## config.mk

```make
export PLATFORM = sky130hd
export DESIGN_NAME = strobe_period_monitor
export DESIGN_NICKNAME = d
export VERILOG_FILES = /design/src/rtl/strobe_period_monitor.sv
export SDC_FILE = /design/constraint.sdc
export NUM_CORES = 1
export LEC_CHECK = 0
export CAP_MARGIN = 5
export CORE_UTILIZATION = 48
export DETAILED_ROUTE_END_ITERATION = 8
export PLACE_DENSITY = 0.75
export SYNTH_ARGS = -nofsm -noshare
export SYNTH_HDL_FRONTEND = slang
export SYNTH_SLANG_ARGS = --single-unit
```

## constraint.sdc

```tcl
create_clock -name clk -period 2 [get_ports clk]
set_input_delay 0.4 -clock clk [delete_from_list [all_inputs] [get_ports clk]]
set_output_delay 0.4 -clock clk [all_outputs]
set_load 0.01 [all_outputs]
```

## src/rtl/strobe_period_monitor.sv

```systemverilog
// strobe_period_monitor: measures the spacing of a periodic enable strobe,
// checks it against an expected period and tracks lock, fault and errors.
module strobe_period_monitor #(
    parameter int CNT_W      = 8,
    parameter int EXP_PERIOD = 200,
    parameter int TOL        = 2,
    parameter int LOCK_CNT   = 4
) (
    input  logic             clk,
    input  logic             reset,
    input  logic             en,
    input  logic             strobe,
    output logic [CNT_W-1:0] period,
    output logic             period_valid,
    output logic             locked,
    output logic             fault,
    output logic [7:0]       err_count,
    output logic [1:0]       state
);

    typedef enum logic [1:0] {
        S_IDLE   = 2'd0,
        S_ARM    = 2'd1,
        S_TRACK  = 2'd2,
        S_LOCKED = 2'd3
    } state_t;

    localparam int GC_W = $clog2(LOCK_CNT + 1);
    localparam logic [CNT_W:0]   LO_V   = (CNT_W+1)'(EXP_PERIOD - TOL);
    localparam logic [CNT_W:0]   HI_V   = (CNT_W+1)'(EXP_PERIOD + TOL);
    localparam logic [CNT_W-1:0] HI_CNT = CNT_W'(EXP_PERIOD + TOL);
    localparam logic [GC_W-1:0]  GC_TOP = GC_W'(LOCK_CNT - 1);

    state_t            r_state;
    logic [CNT_W-1:0]  r_cnt;
    logic [GC_W-1:0]   r_good;
    logic [CNT_W-1:0]  r_period;
    logic              r_pv;
    logic              r_locked;
    logic              r_fault;
    logic [7:0]        r_err;

    logic [CNT_W:0]    w_interval;
    logic              w_good;
    logic              w_timeout;
    logic [7:0]        w_err_next;

    // Interval is one more than the count since the counter clears on the strobe
    assign w_interval = {1'b0, r_cnt} + 1'b1;
    assign w_good     = (w_interval >= LO_V) && (w_interval <= HI_V);
    assign w_timeout  = !strobe && (r_cnt == HI_CNT);
    assign w_err_next = (r_err == 8'hFF) ? r_err : r_err + 8'd1;

    always_ff @(posedge clk or posedge reset) begin
        if (reset) begin
            r_state  <= S_IDLE;
            r_cnt    <= '0;
            r_good   <= '0;
            r_period <= '0;
            r_pv     <= 1'b0;
            r_locked <= 1'b0;
            r_fault  <= 1'b0;
            r_err    <= 8'd0;
        end else begin
            r_pv <= 1'b0;
            if (!en) begin
                r_state  <= S_IDLE;
                r_cnt    <= '0;
                r_good   <= '0;
                r_locked <= 1'b0;
                r_fault  <= 1'b0;
            end else begin
                unique case (r_state)
                    S_IDLE: begin
                        r_state <= S_ARM;
                        r_cnt   <= '0;
                    end
                    S_ARM: begin
                        if (strobe) begin
                            r_state <= S_TRACK;
                            r_cnt   <= '0;
                            r_good  <= '0;
                        end else begin
                            r_cnt <= r_cnt + 1'b1;
                        end
                    end
                    S_TRACK, S_LOCKED: begin
                        if (strobe) begin
                            r_cnt    <= '0;
                            r_period <= w_interval[CNT_W-1:0];
                            r_pv     <= 1'b1;
                            if (w_good) begin
                                if (r_state == S_TRACK) begin
                                    if (r_good == GC_TOP) begin
                                        r_state  <= S_LOCKED;
                                        r_locked <= 1'b1;
                                        r_good   <= '0;
                                    end else begin
                                        r_good <= r_good + 1'b1;
                                    end
                                end
                            end else begin
                                r_state  <= S_TRACK;
                                r_locked <= 1'b0;
                                r_good   <= '0;
                                r_err    <= w_err_next;
                                if (r_state == S_LOCKED)
                                    r_fault <= 1'b1;
                            end
                        end else if (w_timeout) begin
                            r_state  <= S_ARM;
                            r_locked <= 1'b0;
                            r_cnt    <= '0;
                            r_good   <= '0;
                            r_err    <= w_err_next;
                            if (r_state == S_LOCKED)
                                r_fault <= 1'b1;
                        end else begin
                            r_cnt <= r_cnt + 1'b1;
                        end
                    end
                endcase
            end
        end
    end

    assign period       = r_period;
    assign period_valid = r_pv;
    assign locked       = r_locked;
    assign fault        = r_fault;
    assign err_count    = r_err;
    assign state        = r_state;

endmodule

```

Yosys cells after proc, flatten, opt, wreduce, memory -nomap -nowiden
Cells that the tools add are included.
{"block": "totals", "word_cells": 84, "input_bits": 4, "out_inout_bits": 21, "ff_bits": 32}
{"block": "op_classes", "n_addsub": 4, "n_reduce_logical": 12, "n_eq_ne": 17, "order_cmp": 2, "n_mux": 41}
{"operator": "8-bit 2-to-1 mux", "n": 8}
{"operator": "8-bit case mux with 3 select lines", "n": 1}
{"operator": "3-bit 2-to-1 mux", "n": 7}
{"operator": "8-bit by 1-bit adder with 8-bit output (second input constant)", "n": 2}
{"operator": "8-bit equality test (second input constant)", "n": 2}
{"operator": "1-bit 2-to-1 mux", "n": 16}
{"operator": "4-bit AND reduction", "n": 4}
{"operator": "2-bit 2-to-1 mux", "n": 7}
{"operator": "5-bit != test (second input constant)", "n": 2}
{"operator": "8-bit by 1-bit adder with 9-bit output (second input constant)", "n": 1}
{"operator": "9-bit by 8-bit >= comparator with 1-bit output (second input constant)", "n": 1}
{"operator": "9-bit by 8-bit <= comparator with 1-bit output (second input constant)", "n": 1}
{"operator": "4-bit by 3-bit != test with 1-bit output (second input constant)", "n": 2}
{"operator": "3-bit by 1-bit != test with 1-bit output (second input constant)", "n": 2}
{"operator": "3-bit != test (second input constant)", "n": 2}
{"operator": "2-bit case mux with 3 select lines", "n": 1}
{"operator": "3-bit case mux with 2 select lines", "n": 1}
{"operator": "3-bit AND reduction", "n": 2}
{"operator": "2-bit equality test (second input constant)", "n": 2}
{"operator": "4-bit != test (second input constant)", "n": 1}
{"operator": "3-bit by 1-bit adder with 3-bit output (second input constant)", "n": 1}
{"operator": "3-bit by 2-bit equality test with 1-bit output (second input constant)", "n": 1}
{"operator": "2-bit by 1-bit equality test with 1-bit output (second input constant)", "n": 1}
{"operator": "1-bit logical AND", "n": 2}
{"operator": "6 further kinds", "n": 6}

Longest topological paths before layout
{"block": "depth", "depth_word": 7, "mapped_depth": 10, "ltp_nobuf": 9}

Worst setup path before layout
Ideal clock, no wire load.
{"block": "synth_timing", "path_type": "register to register", "from": "register r_cnt[0]", "to": "register r_fault, in the netlist fault", "setup_ns": 0.122, "arrival_time_ns": 2.059, "stages_incl_launch_ff": 10, "required_ns": 1.878, "synth_period_minus_slack_ns": 2.181, "path_slack_ns": -0.181, "path_buffers": 1, "cell_sequence": "dfrtp_1 ha_1 nand2b_1 o211ai_1 o31ai_1 nand3b_1 nor4_4 buf_4 nand2_1 a32o_1"}
{"block": "synth_between", "elab_chain_cells": 5, "word_cells_on_any_way": 9, "classes_between": "1 x add/sub; 2 x order compare; 3 x eq/ne; 3 x reduce/logical"}
{"element": "start: declaration", "line_no": "35", "rtl": "logic [CNT_W-1:0] r_cnt;"}
{"element": "start signal: assignment", "line_no": "84", "rtl": "r_cnt <= r_cnt + 1'b1;"}
{"element": "start signal: assignment", "line_no": "119", "rtl": "r_cnt <= r_cnt + 1'b1;"}
{"element": "8-bit by 1-bit adder with 9-bit output", "line_no": "49", "rtl": "assign w_interval = {1'b0, r_cnt} + 1'b1;"}
{"element": "9-bit by 8-bit >= comparator with 1-bit output or 9-bit by 8-bit <= comparator with 1-bit output (tied branches)", "line_no": "50", "rtl": "assign w_good = (w_interval >= LO_V) && (w_interval <= HI_V);"}
{"element": "1-bit logical AND", "line_no": "50"}
{"element": "3-bit != test (no line)"}
{"element": "3-bit AND reduction (no line) (*)"}
{"element": "end signal: assignment", "line_no": "62", "rtl": "r_fault <= 1'b0;"}
{"element": "end signal: assignment", "line_no": "71", "rtl": "r_fault <= 1'b0;"}
{"element": "end signal: assignment", "line_no": "108", "rtl": "r_fault <= 1'b1;"}
{"element": "end: declaration", "line_no": "40", "rtl": "logic r_fault;"}
Mark *: on every way between the ends. The rest lies on a longest branch, timed or not.
A chain may end at the register's enable or synchronous reset.

Worst setup path in the final report
{"block": "layout_timing", "from": "register r_cnt[1]", "to": "register r_err[1], in the netlist err_count[1]"}
{"block": "layout_between", "elab_chain_cells": 5, "word_cells_on_any_way": 9, "classes_between": "1 x add/sub; 2 x order compare; 2 x eq/ne; 4 x reduce/logical"}
{"element": "8-bit by 1-bit adder with 9-bit output", "line_no": "49"}
{"element": "9-bit by 8-bit >= comparator with 1-bit output or 9-bit by 8-bit <= comparator with 1-bit output (tied branches)", "line_no": "50"}
{"element": "1-bit logical AND", "line_no": "50"}
{"element": "2-bit != test (no line)"}
{"element": "4-bit AND reduction (no line) (*)"}
{"element": "end signal: assignment", "line_no": "106", "rtl": "r_err <= w_err_next;"}
{"element": "end signal: assignment", "line_no": "115", "rtl": "r_err <= w_err_next;"}
{"element": "end: declaration", "line_no": "41", "rtl": "logic [7:0] r_err;"}
Marks and branches as above.

==> results_dict.tcl <==
set metrics [dict create \
    worstMarginPinSlew_ns 0.412 \
    hold_buffers 0 \
    core_region_area_um2 3340 \
    cts_tree "built" \
    preCtsSetupSlack_ns -0.215 \
    reg2reg_depth 9 \
    root_buffer "clkbuf_4" \
    drc 0 \
    syn_area_um2 1680 \
    maxSlewViolCount 0 \
    num-nets-final 227 \
    p_total_w 0.00140 \
    initial_core_util 0.503 \
    htree_levels 2 \
    cp-start-kind "flop" \
    drt-total-wl_mm 3.58 \
    cts_buffers 5 \
    path_clk_slew_ns 0.09 \
    status "finished, violations left" \
    grt_max_degree 33 \
    num_rows 21 \
    slew_headroom 0.725 \
    max_cap_viol_count 0 \
    finalCriticalPeriod_ns 2.16 \
    crit_required_ns 2.21 \
    worst-path-max-fanout 9 \
    vias 1398 \
    ys_ff_latch 32 \
    synth-async-reset-ratio 1.00 \
    drive_gt1_frac 0.224 \
    fin_skew_ns 0.00731 \
    clk_latency_ns 0.33 \
    dieArea_um2 3740 \
    detailed_place_hpwl_mm 2.62 \
    clk_path_buf_depth 2 \
    cts.sinks 32 \
    drt_iter0_drc 43 \
    ioPinCount 25 \
    crit_slowest_cell "dfrtp_2" \
    arrival_ns 2.37 \
    fp.dieH_um 61.1 \
    power_density_nw_per_um2 617 \
    synth_fp_nets 181 \
    grt_pass1_wl_mm 5.73 \
    ys.warnings.count 0 \
    fp.dieW_um 61.1 \
    antennaDiodeCount 0 \
    rsz0062_at_grt "true" \
    grt_overflow 0 \
    synth_cells 172 \
    hp-class "in -> async" \
    grt_pass1_vias 1367 \
    p_leak_nw 0.938 \
    violations "setup timing" \
    grt_usage 0.210 \
    antenna_found_initial 0 \
    setup_viol 13 \
    hold_viol 0 \
    synth_seq_area_share 0.477 \
    synth_edf_count 0 \
    wl_per_cell_um 13.5 \
    synth.distinct_cells 38 \
    gp_congestion 0.946 \
    vias_per_cell 5.28 \
    numPortBuffers 24 \
    ys.flop_type "dfrtp_1" \
    cpPeakStageDelay_ns 0.47 \
    avgSynthCellArea_um2 9.75 \
    finalCritPeriodShare 1.08 \
    areaGrowthSynthToFinish_pct 35.0 \
    ant_nets 0 \
    crit_type "reg -> reg" \
    fmax_mhz 464 \
    setup_slack_ns -0.156 \
    path_cells "ha_4 -> nand2b_1 -> o211ai_1 -> o31ai_1 -> nand3b_1 -> nor4_4 -> buf_6 -> a21oi_2 -> mux2_4" \
    peakVddDrop_mv 0.383 \
    first_pass_iters 4 \
    crit_path_end_kind "flop" \
]
flip-flops by register name, indices dropped and copies added, names as in the netlist:
name,count
period,8
locked,1
period_valid,1
fault,1
r_good,3
r_cnt,8
err_count,8
state,2
logic make-up after synthesis:
kind of cell,count (synthesis),share of synthesized area
buffers and inverters,16,0.0388
adder cells (fa/ha/maj),5,0.0373
AO/OA/AOI/OAI,37,0.148
AND/OR/NAND/NOR,67,0.218
XOR/XNOR,13,0.0679
flip-flops,32,0.477
multiplexers,2,0.0127
report_power, final:
group / total, W / leakage, nW / internal (W) / switching, W
logic: 0.000270 / 0.473 / 0.000148 / 0.000122
registers: 0.000752 / 0.433 / 0.000694 / 0.0000579
clock network: 0.000377 / 0.0326 / 0.000173 / 0.000204
total: 0.00140 / 0.938 / 0.00102 / 0.000384
layout make-up:
type / count / area (um^2)
sequential: 32 / 805
inverter: 8 / 30.0
timing repair buffer: 47 / 417
tap: 46 / 57.6
multi-input combinational: 124 / 898
fill: 266 / 1070
clock buffer: 8 / 58.8
metal layers:
layer | GRT usage | vias to the layer above | wire length, um
met5 | 0 | - | 0
met4 | 0.0942 | 0 | 86
met3 | 0.0504 | 12 | 106
met2 | 0.368 | 27 | 1840
met1 | 0.244 | 673 | 1540
li1 | - | 686 | -
layout by cell type (no fill, tap or decap), types with 3 or more instances in the layout:
cell / n
a211oi_1: 3
a21oi_1: 6
buf_4: 22
clkbuf_4: 5
clkdlybuf4s50_1: 24
dfrtp_1: 29
dfrtp_2: 3
ha_1: 3
inv_1: 7
nand2_1: 21
nand2b_1: 4
nand3_1: 6
nor2_1: 17
nor3b_1: 3
o211ai_1: 3
o21ai_0: 11
xnor2_1: 4
xor2_1: 9
per-stage QoR:
step | utilization | hold slack (ns) | instances | instance area (um^2) | setup TNS (ns)
floorplan | - | 0.455 | 172 | 1720 | -0.295
global placement | 0.641 | 0.466 | 255 | 2140 | -0.595
detailed placement | 0.641 | 0.479 | 255 | 2140 | -1.43
CTS | 0.675 | 0.462 | 265 | 2250 | -1.47
global route | 0.679 | 0.475 | 265 | 2270 | -3.66
finish | 0.679 | 0.447 | 265 | 2270 | -1.37
synth_stat cells, types with 2 or more instances:
library cell	n	area (um^2)
dfrtp_1	32	801
nand2_1	21	78.8
nor2_1	17	63.8
o21ai_0	11	55.1
xor2_1	9	78.8
a21oi_1	8	40.0
inv_1	8	30.0
nand3_1	6	30.0
a211oi_1	5	37.5
clkbuf_1	5	18.8
ha_1	5	62.6
nand2b_1	5	31.3
xnor2_1	4	35.0
nor3b_1	3	22.5
o211ai_1	3	22.5
a2111oi_2	2	30.0
a31oi_1	2	12.5
and2_1	2	12.5
nand3_2	2	20.0
nand3b_1	2	15.0
nand4_1	2	12.5
nor4_4	2	42.5
worst max-delay path: cells and delay by family, from the launching register on:
family / cells / cell delay [ns]
and+or+nand+nor: 3 / 0.40
muxes: 1 / 0.30
adders and majority gates: 1 / 0.20
buffers and inverters: 1 / 0.19
AOI/OAI and AO/OA: 3 / 0.48
DFF: 1 / 0.47
path summary, 6_finish.rpt:
path | from | end | slack (ns)
setup / recovery | r_cnt[1] | err_count[1] | -0.16
hold / removal | reset | r_good[0] | 0.45
setup reg to reg | r_cnt[1] | err_count[1] | -0.16
hold reg to reg | r_good[0] | r_good[0] | 0.49
max in group asynchronous | reset | r_cnt[2] | 1.22
min in group clk | r_good[0] | r_good[0] | 0.49
repair_timing:
item	CTS	global route
endpoints found under the hold margin	0	0
pin swaps	5	5
endpoints found under the setup margin	13	14
buffers inserted	2	0
gates resized for setup	5	3
No activity file was read; power rests on OpenSTA's default activity.
